### src/rtl/my_bus_if.sv
// rtl/my_bus_if.sv - enable/data bus bundle between driver (master) and counting endpoint (slave)
// MY_BUS_MONITOR_EN adds the en_cycles/bursts monitor signals.
interface my_bus_if #(
   parameter int DATA_W = 8
);
   logic              enable;
   logic [DATA_W-1:0] data;
   logic              wrap;
   logic              active;
`ifdef MY_BUS_MONITOR_EN
   logic [15:0]       en_cycles;
   logic [15:0]       bursts;
`endif

   modport master (
      output enable,
      input  data,
      input  wrap,
`ifdef MY_BUS_MONITOR_EN
      input  en_cycles,
      input  bursts,
`endif
      input  active
   );

   modport slave (
      input  enable,
      output data,
      output wrap,
`ifdef MY_BUS_MONITOR_EN
      output en_cycles,
      output bursts,
`endif
      output active
   );
endinterface

### src/rtl/my_bus.sv
// rtl/my_bus.sv - registered up-counter on a data/enable bus, clears when enable drops
// MY_BUS_MONITOR_EN adds saturating enabled-cycle and burst counters.
module my_bus #(
   parameter int DATA_W   = 8,
   parameter int SATURATE = 0,
   parameter int INC_STEP = 1
) (
   input  logic     clk,
   input  logic     rst,
   my_bus_if.slave  bus
);
   localparam logic [DATA_W:0]   STEP = (DATA_W + 1)'(INC_STEP);
   localparam logic [DATA_W-1:0] ONES = '1;

   logic [DATA_W-1:0] data_q, data_d;
   logic              wrap_q, wrap_d;
   logic              active_q;
   logic [DATA_W:0]   sum;
   logic              en;

   assign en = bus.enable;

   always_comb begin
      sum    = {1'b0, data_q} + STEP;
      data_d = '0;
      wrap_d = 1'b0;
      if (en) begin
         if (SATURATE != 0) begin
            data_d = sum[DATA_W] ? ONES : sum[DATA_W-1:0];
            // pulse only on the edge that first lands on all-ones
            wrap_d = (data_d == ONES) && (data_q != ONES);
         end else begin
            data_d = sum[DATA_W-1:0];
            wrap_d = sum[DATA_W];
         end
      end
   end

   always_ff @(posedge clk or posedge rst) begin
      if (rst) begin
         data_q   <= '0;
         wrap_q   <= 1'b0;
         active_q <= 1'b0;
      end else begin
         data_q   <= data_d;
         wrap_q   <= wrap_d;
         active_q <= en;
      end
   end

   assign bus.data   = data_q;
   assign bus.wrap   = wrap_q;
   assign bus.active = active_q;

`ifdef MY_BUS_MONITOR_EN
   logic [15:0] en_cycles_q, en_cycles_d;
   logic [15:0] bursts_q, bursts_d;

   always_comb begin
      en_cycles_d = en_cycles_q;
      bursts_d    = bursts_q;
      if (en && (en_cycles_q != 16'hFFFF)) begin
         en_cycles_d = en_cycles_q + 16'd1;
      end
      // a burst starts when enable is seen high after a low edge
      if (en && !active_q && (bursts_q != 16'hFFFF)) begin
         bursts_d = bursts_q + 16'd1;
      end
   end

   always_ff @(posedge clk or posedge rst) begin
      if (rst) begin
         en_cycles_q <= '0;
         bursts_q    <= '0;
      end else begin
         en_cycles_q <= en_cycles_d;
         bursts_q    <= bursts_d;
      end
   end

   assign bus.en_cycles = en_cycles_q;
   assign bus.bursts    = bursts_q;
`endif
endmodule

### src/flat_wrapper.sv
// flat-port wrapper written by rule: the top's interface ports become plain ports
module my_bus_flat 
#(
   parameter int DATA_W   = 8,
   parameter int SATURATE = 0,
   parameter int INC_STEP = 1
)
  (clk, rst, bus_enable, bus_data, bus_wrap, bus_active);
  my_bus_if #(.DATA_W(DATA_W)) bus_i ();
  input  logic clk;
  input  logic rst;
  input wire logic [$bits(bus_i.enable)-1:0] bus_enable;
  output wire logic [$bits(bus_i.data)-1:0] bus_data;
  output wire logic [$bits(bus_i.wrap)-1:0] bus_wrap;
  output wire logic [$bits(bus_i.active)-1:0] bus_active;
  assign bus_i.enable = bus_enable;
  assign bus_data = bus_i.data;
  assign bus_wrap = bus_i.wrap;
  assign bus_active = bus_i.active;
  my_bus #(.DATA_W(DATA_W), .SATURATE(SATURATE), .INC_STEP(INC_STEP)) u_core (.clk(clk), .rst(rst), .bus(bus_i));
endmodule
### config.mk
export PLATFORM = sky130hd
export DESIGN_NAME = my_bus_flat
export DESIGN_NICKNAME = d
export VERILOG_FILES = /design/src/rtl/my_bus_if.sv /design/src/rtl/my_bus.sv /design/src/flat_wrapper.sv
export SDC_FILE = /design/constraint.sdc
export NUM_CORES = 1
export LEC_CHECK = 0
export CORE_AREA = 2 2 39 41
export CTS_CLUSTER_SIZE = 24
export DETAILED_ROUTE_END_ITERATION = 10
export DIE_AREA = 0 0 41 43
export MAX_ROUTING_LAYER = met4
export PLACE_DENSITY = 0.62
export SLEW_MARGIN = 20
export SYNTH_ARGS = -nofsm -noshare
export SYNTH_HDL_FRONTEND = slang
export SYNTH_SLANG_ARGS = --single-unit
### constraint.sdc
create_clock -name clk -period 3.96 [get_ports clk]
set_clock_uncertainty 0.1 [all_clocks]
set_input_delay 0.99 -clock clk [delete_from_list [all_inputs] [get_ports clk]]
set_output_delay 0.99 -clock clk [all_outputs]
set_load 0.02 [all_outputs]
==> results of run 1 <==
[power by group through the flow]
stage / sequential (mW) / clock [mW] / combinational, mW
2_1_floorplan: 0.114 / 0 / 0.00547
3_3_place_gp: 0.110 / 0 / 0.0194
3_5_place_dp: 0.110 / 0 / 0.0196
4_1_cts: 0.108 / 0.0713 / 0.0199
5_1_grt: 0.109 / 0.0777 / 0.0211
6_report: 0.108 / 0.0684 / 0.0193
[registers in the layout (all words and copies together) (netlist names)]
signal,flops
u_core.bus.active,1
u_core.bus.wrap,1
u_core.bus.data,8
[kinds of logic after synthesis]
kind of cell / share of synthesized area (%)
AND/OR/NAND/NOR: 23.7
flip-flops: 59.2
AO/OA/AOI/OAI: 7.10
XOR/XNOR: 6.21
buffers and inverters: 0.887
adder cells (fa/ha/maj): 2.96
[per-stage QoR]
stage | setup slack (ps) | utilization (%) | area (µm²)
global route | 1480 | 42.3 | 586
finish | 1530 | 42.3 | 586
CTS | 1520 | 42.3 | 586
global placement | 1640 | 40.7 | 563
detailed placement | 1630 | 40.7 | 563
floorplan | 2320 | - | 423
[layout by cell type, fill, tap and decap left out]
cell	netlist	final
a21boi_0	2	2
and2_1	4	4
clkbuf_4	0	3
clkdlybuf4s50_1	0	12
dfrtp_1	10	10
ha_1	1	1
inv_1	1	1
nand2_1	3	3
nand3_1	2	2
nand3_2	1	1
nand4_1	1	1
nor2_1	1	1
nor2b_1	1	1
nor3_1	1	1
o21ai_0	3	3
or3_1	2	2
or4b_1	1	1
xnor2_1	2	2
xor2_1	1	1
[path summary, 6_finish.rpt]
path / from / end / slack, ps
setup / recovery: u_core.bus.data[3] / bus_data[3] / 1530
hold / removal: u_core.bus.data[0] / u_core.bus.data[0] / 410
setup reg to reg: u_core.bus.data[0] / u_core.bus.data[6] / 2540
hold reg to reg: u_core.bus.data[0] / u_core.bus.data[0] / 410
max in group asynchronous: rst / u_core.bus.data[2] / 2570
min in group asynchronous: rst / u_core.bus.wrap / 910
[routing by layer]
layer,vias to the layer above,track usage (%)
met3,4,4.71
met2,10,14.1
met4,0,10.0
li1,159,-
met1,163,15.0
met5,-,-
[cell type report]
type                            count  area [µm²]  area share [%]
Inverter                            1        3.75           0.641
Tap cell                           16        20.0            3.42
Clock buffer                        3        22.5            3.85
Timing Repair Buffer               12         120            20.5
Multi-Input combinational cell     26         169            28.8
Sequential cell                    10         250            42.7
==> flow_summary.json, run 1 <==
{
  "synthTopCellsByArea": "dfrtp_1, and2_1, xnor2_1, o21ai_0, a21boi_0",
  "avgSynthCellArea_um2": 11.4,
  "ir_worst_vdd_uv": 138,
  "wl_met1_um": 352,
  "yosysSeqAreaShare_pct": 59.2,
  "first_iter_violations": 3,
  "cp_num_cells": 1,
  "synthDistinctLibCells": 17,
  "io_buffers": 12,
  "path_class": "register to output port",
  "drive_above_1_share_pct": 7.69,
  "holdWs_ps": 414,
  "num_antenna_cells": 0,
  "intPower_mw": 0.150,
  "clock-sinks": 10,
  "ant_nets": 0,
  "clock_path_buffers": 2,
  "antenna_found_initial": 0,
  "cts_tree": "yes",
  "die_height_um": 43,
  "post-route-period-util_pct": 61.3,
  "whs_path_depth": 1,
  "crit_slowest_cell": "clkdlybuf4s50_1",
  "gp_congestion": 0.676,
  "grt_overflow": 0,
  "worstPathCellList": "clkdlybuf4s50_1",
  "critical_path_buf_inv_count": 1,
  "synth_edf_count": 0,
  "seq_power_share_pct": 55.2,
  "rr_worst_depth": 4,
  "die_area_mm2": 0.00176,
  "via_count": 336,
  "io_pins": 13,
  "p_leak_nw": 0.245,
  "synth_nets": 41,
  "hp-class": "register to register",
  "wl_met2_um": 340,
  "clock-root-buffer": "clkbuf_4",
  "grt_pass1_vias": 293,
  "status": "finished, final reports clean",
  "synth-main-ff-cell": "dfrtp_1",
  "fill_cells": 147,
  "post_drt_wl_per_cell_um": 11.2,
  "worst_setup_path_start_kind": "register",
  "cts-buffers-inserted": 3,
  "cp_top_family": "buffers and inverters",
  "power.total_mw": 0.196,
  "rows": 14,
  "arrival_ps": 1340,
  "clkSlewWorstSetupHoldPaths_ps": 60,
  "dr.pass1.iters": 4,
  "dr_wl_met3_um": 40,
  "synth_commonest_cells": "dfrtp_1, and2_1, nand2_1, o21ai_0",
  "synth_seq_cells": 10,
  "via_per_inst": 4.94,
  "dr.max_layer_used": "met4",
  "grt_pass1_wl_um": 1280,
  "drcViolationCount": 0,
  "ys_async_sr_fraction_pct": 100,
  "cts_hold_buf": 0,
  "post-cts-setup-buffer-count": 0,
  "tightest_slew_ps": 386,
  "synthDominantCellAreaShare_pct": 59.2,
  "max_freq_ghz": 0.412,
  "grt_max_degree": 11,
  "fin_nets": 58,
  "cpPeakStageDelay_ps": 640,
  "setup_viol": 0,
  "min_period_ps": 2430,
  "h-tree-depth": 1,
  "crit_path_max_fanout": 6,
  "clkLatencyLatePin_ps": 260,
  "finalWirelength_um": 760,
  "finalHoldViolCount": 0,
  "yosysTopAreaCell": "dfrtp_1",
  "rsz0062_at_grt": "no",
  "synth.yosys.warnings": 0,
  "cts_resized": 0,
  "groute.usage.overall_pct": 11.9,
  "end_kind": "output port",
  "synthCells": 37,
  "maxCapViolations": 0,
  "p_clk_share_pct": 34.9,
  "cp.required_ps": 2870,
  "power.switching_mw": 0.0463,
  "core-area_mm2": 0.00138,
  "die_w_um": 41,
  "syn_area_um2": 423,
  "fin_cells": 68,
  "cellPowerDensity_mw_per_mm2": 335,
  "area_growth_pct": 38.5,
  "initial_core_util_pct": 30.6,
  "switching_share_pct": 23.6,
  "max-slew-margin-rel_pct": 74.3,
  "slew_violations": 0,
  "place_inst": 65,
  "setup_tns_ps": 0,
  "synth_most_common_cell": "dfrtp_1",
  "power_frac_comb_pct": 9.8
}
(Power assumes the default switching activity.)
==> run 2, diff against run 1 <==
==> constraint.sdc (replaced) <==
create_clock -name clk -period 2.5 [get_ports clk]
set_clock_uncertainty 0.1 [all_clocks]
set_input_delay 0.625 -clock clk [delete_from_list [all_inputs] [get_ports clk]]
set_output_delay 0.625 -clock clk [all_outputs]
set_load 0.02 [all_outputs]
==> run 2 against run 1 <==
Net effect:
- first-iteration DRC count increased to 2.7 times the previous value
- critical path depth unchanged
- routed wire length increased by 2.4%
- via count is 1.8% lower
- global-route usage is 0.42 points lower
- clock power is 61% higher
- core utilization unchanged
- highest routed layer unchanged
==> flow_summary.json, run 2 (same netlist as run 1, synthesis figures left out) <==
{
  "seq_power_share_pct": 55.0,
  "area_growth_pct": 38.5,
  "via_count": 330,
  "min_period_ps": 2070,
  "hp-class": "register to register",
  "post-route-period-util_pct": 82.7,
  "path_class": "register to output port",
  "tightest_slew_ps": 367,
  "drcViolationCount": 0,
  "cts-buffers-inserted": 3,
  "first_iter_violations": 8,
  "groute.usage.overall_pct": 11.4,
  "slew_violations": 0,
  "grt_overflow": 0,
  "gp_congestion": 0.677,
  "io_pins": 13,
  "holdWs_ps": 415,
  "h-tree-depth": 1,
  "drive_above_1_share_pct": 7.69,
  "rows": 14,
  "clkSlewWorstSetupHoldPaths_ps": 60,
  "p_clk_share_pct": 35.2,
  "cts_hold_buf": 0,
  "maxCapViolations": 0,
  "cp.required_ps": 1770,
  "ir_worst_vdd_uv": 215,
  "fin_nets": 58,
  "die_area_mm2": 0.00176,
  "clock-root-buffer": "clkbuf_4",
  "power.switching_mw": 0.0749,
  "critical_path_buf_inv_count": 1,
  "core-area_mm2": 0.00138,
  "arrival_ps": 1340,
  "intPower_mw": 0.237,
  "final_common_cell": "clkdlybuf4s50_1",
  "grt_max_degree": 11,
  "max_freq_ghz": 0.484,
  "initial_core_util_pct": 30.6,
  "finalWirelength_um": 778,
  "cellPowerDensity_mw_per_mm2": 533,
  "final_cell_mix": "clkdlybuf4s50_1, dfrtp_1, and2_1",
  "power_frac_comb_pct": 9.8,
  "post-cts-setup-buffer-count": 0,
  "rr_worst_depth": 4,
  "setup_tns_ps": 0,
  "switching_share_pct": 24.0,
  "io_buffers": 12,
  "grt_pass1_wl_um": 1240,
  "num_antenna_cells": 0,
  "worstPathCellList": "clkdlybuf4s50_1",
  "grt_pass1_vias": 297,
  "cp_top_family": "buffers and inverters",
  "clkLatencyLatePin_ps": 270,
  "cts_tree": "yes",
  "via_per_inst": 4.85,
  "setup_viol": 0,
  "status": "finished, final reports clean",
  "worst_setup_path_start_kind": "register",
  "post_drt_wl_per_cell_um": 11.4,
  "antenna_found_initial": 0,
  "dr.pass1.iters": 2,
  "crit_slowest_cell": "clkdlybuf4s50_1",
  "clock_path_buffers": 2,
  "end_kind": "output port",
  "finalHoldViolCount": 0,
  "die_height_um": 43,
  "crit_path_max_fanout": 6,
  "largest_reg_flops": 8,
  "whs_path_depth": 1,
  "cp_num_cells": 1,
  "die_w_um": 41,
  "ant_nets": 0,
  "rsz0062_at_grt": "no",
  "max-slew-margin-rel_pct": 75.5,
  "p_leak_nw": 0.245,
  "cpPeakStageDelay_ps": 640,
  "clock-sinks": 10,
  "cts_resized": 0
}
==> run 2: path summary, 6_finish.rpt <==
kind | start | slack [ps] | endpoint
worst max-delay path | u_core.bus.data[3] | 430 | bus_data[3]
worst min-delay path | u_core.bus.data[0] | 410 | u_core.bus.data[0]
worst max register to register | u_core.bus.data[0] | 1070 | u_core.bus.data[6]
worst min register to register | u_core.bus.data[0] | 410 | u_core.bus.data[0]
max in group asynchronous | rst | 1500 | u_core.bus.data[2]
min in group asynchronous | rst | 530 | u_core.bus.wrap
==> run 2: routing by layer <==
| metal | part of all wire (%) | wire [µm] | track usage (%) |
|---|---|---|---|
| met4 | 3.7 | 29 | 10.0 |
| met3 | 5.4 | 42 | 4.71 |
| met5 | 0 | 0 | - |
| met1 | 47 | 366 | 14.0 |
| met2 | 44 | 341 | 13.8 |
==> run 2: through the flow <==
stage	power, mW	utilization [%]	cells	worst slack (ps)	area [µm²]
6_report	0.312	42.3	68	433	586
5_1_grt	0.329	42.3	68	380	586
4_1_cts	0.316	42.3	68	423	586
3_5_place_dp	0.205	40.7	65	533	563
3_3_place_gp	0.205	40.7	65	545	563
2_1_floorplan	0.189	-	37	1040	423
==> run 2: layout make-up <==
cell class / instances / area, µm²
well taps: 16 / 20.0
multi-input cells: 26 / 169
clock buffers: 3 / 22.5
repair buffers: 12 / 120
flip-flops and latches: 10 / 250
inverters: 1 / 3.75
fillers: 154 / 798
==> run 2: power by group through the flow <==
stage,logic (mW),registers [mW],clock network (mW)
after floorplan,0.00866,0.180,0
after global placement,0.0307,0.174,0
after detailed placement,0.0307,0.175,0
after CTS,0.0311,0.172,0.113
after global routing,0.0331,0.172,0.123
final,0.0305,0.172,0.110
==> run 2: worst reg2reg max path, delay by kind of cell, from the launching register on <==
kind / cells / cell delay (ps)
AND/OR/NAND/NOR: 2 / 440
flip-flops: 1 / 410
adder cells (fa/ha/maj): 1 / 230
AO/OA/AOI/OAI: 1 / 170
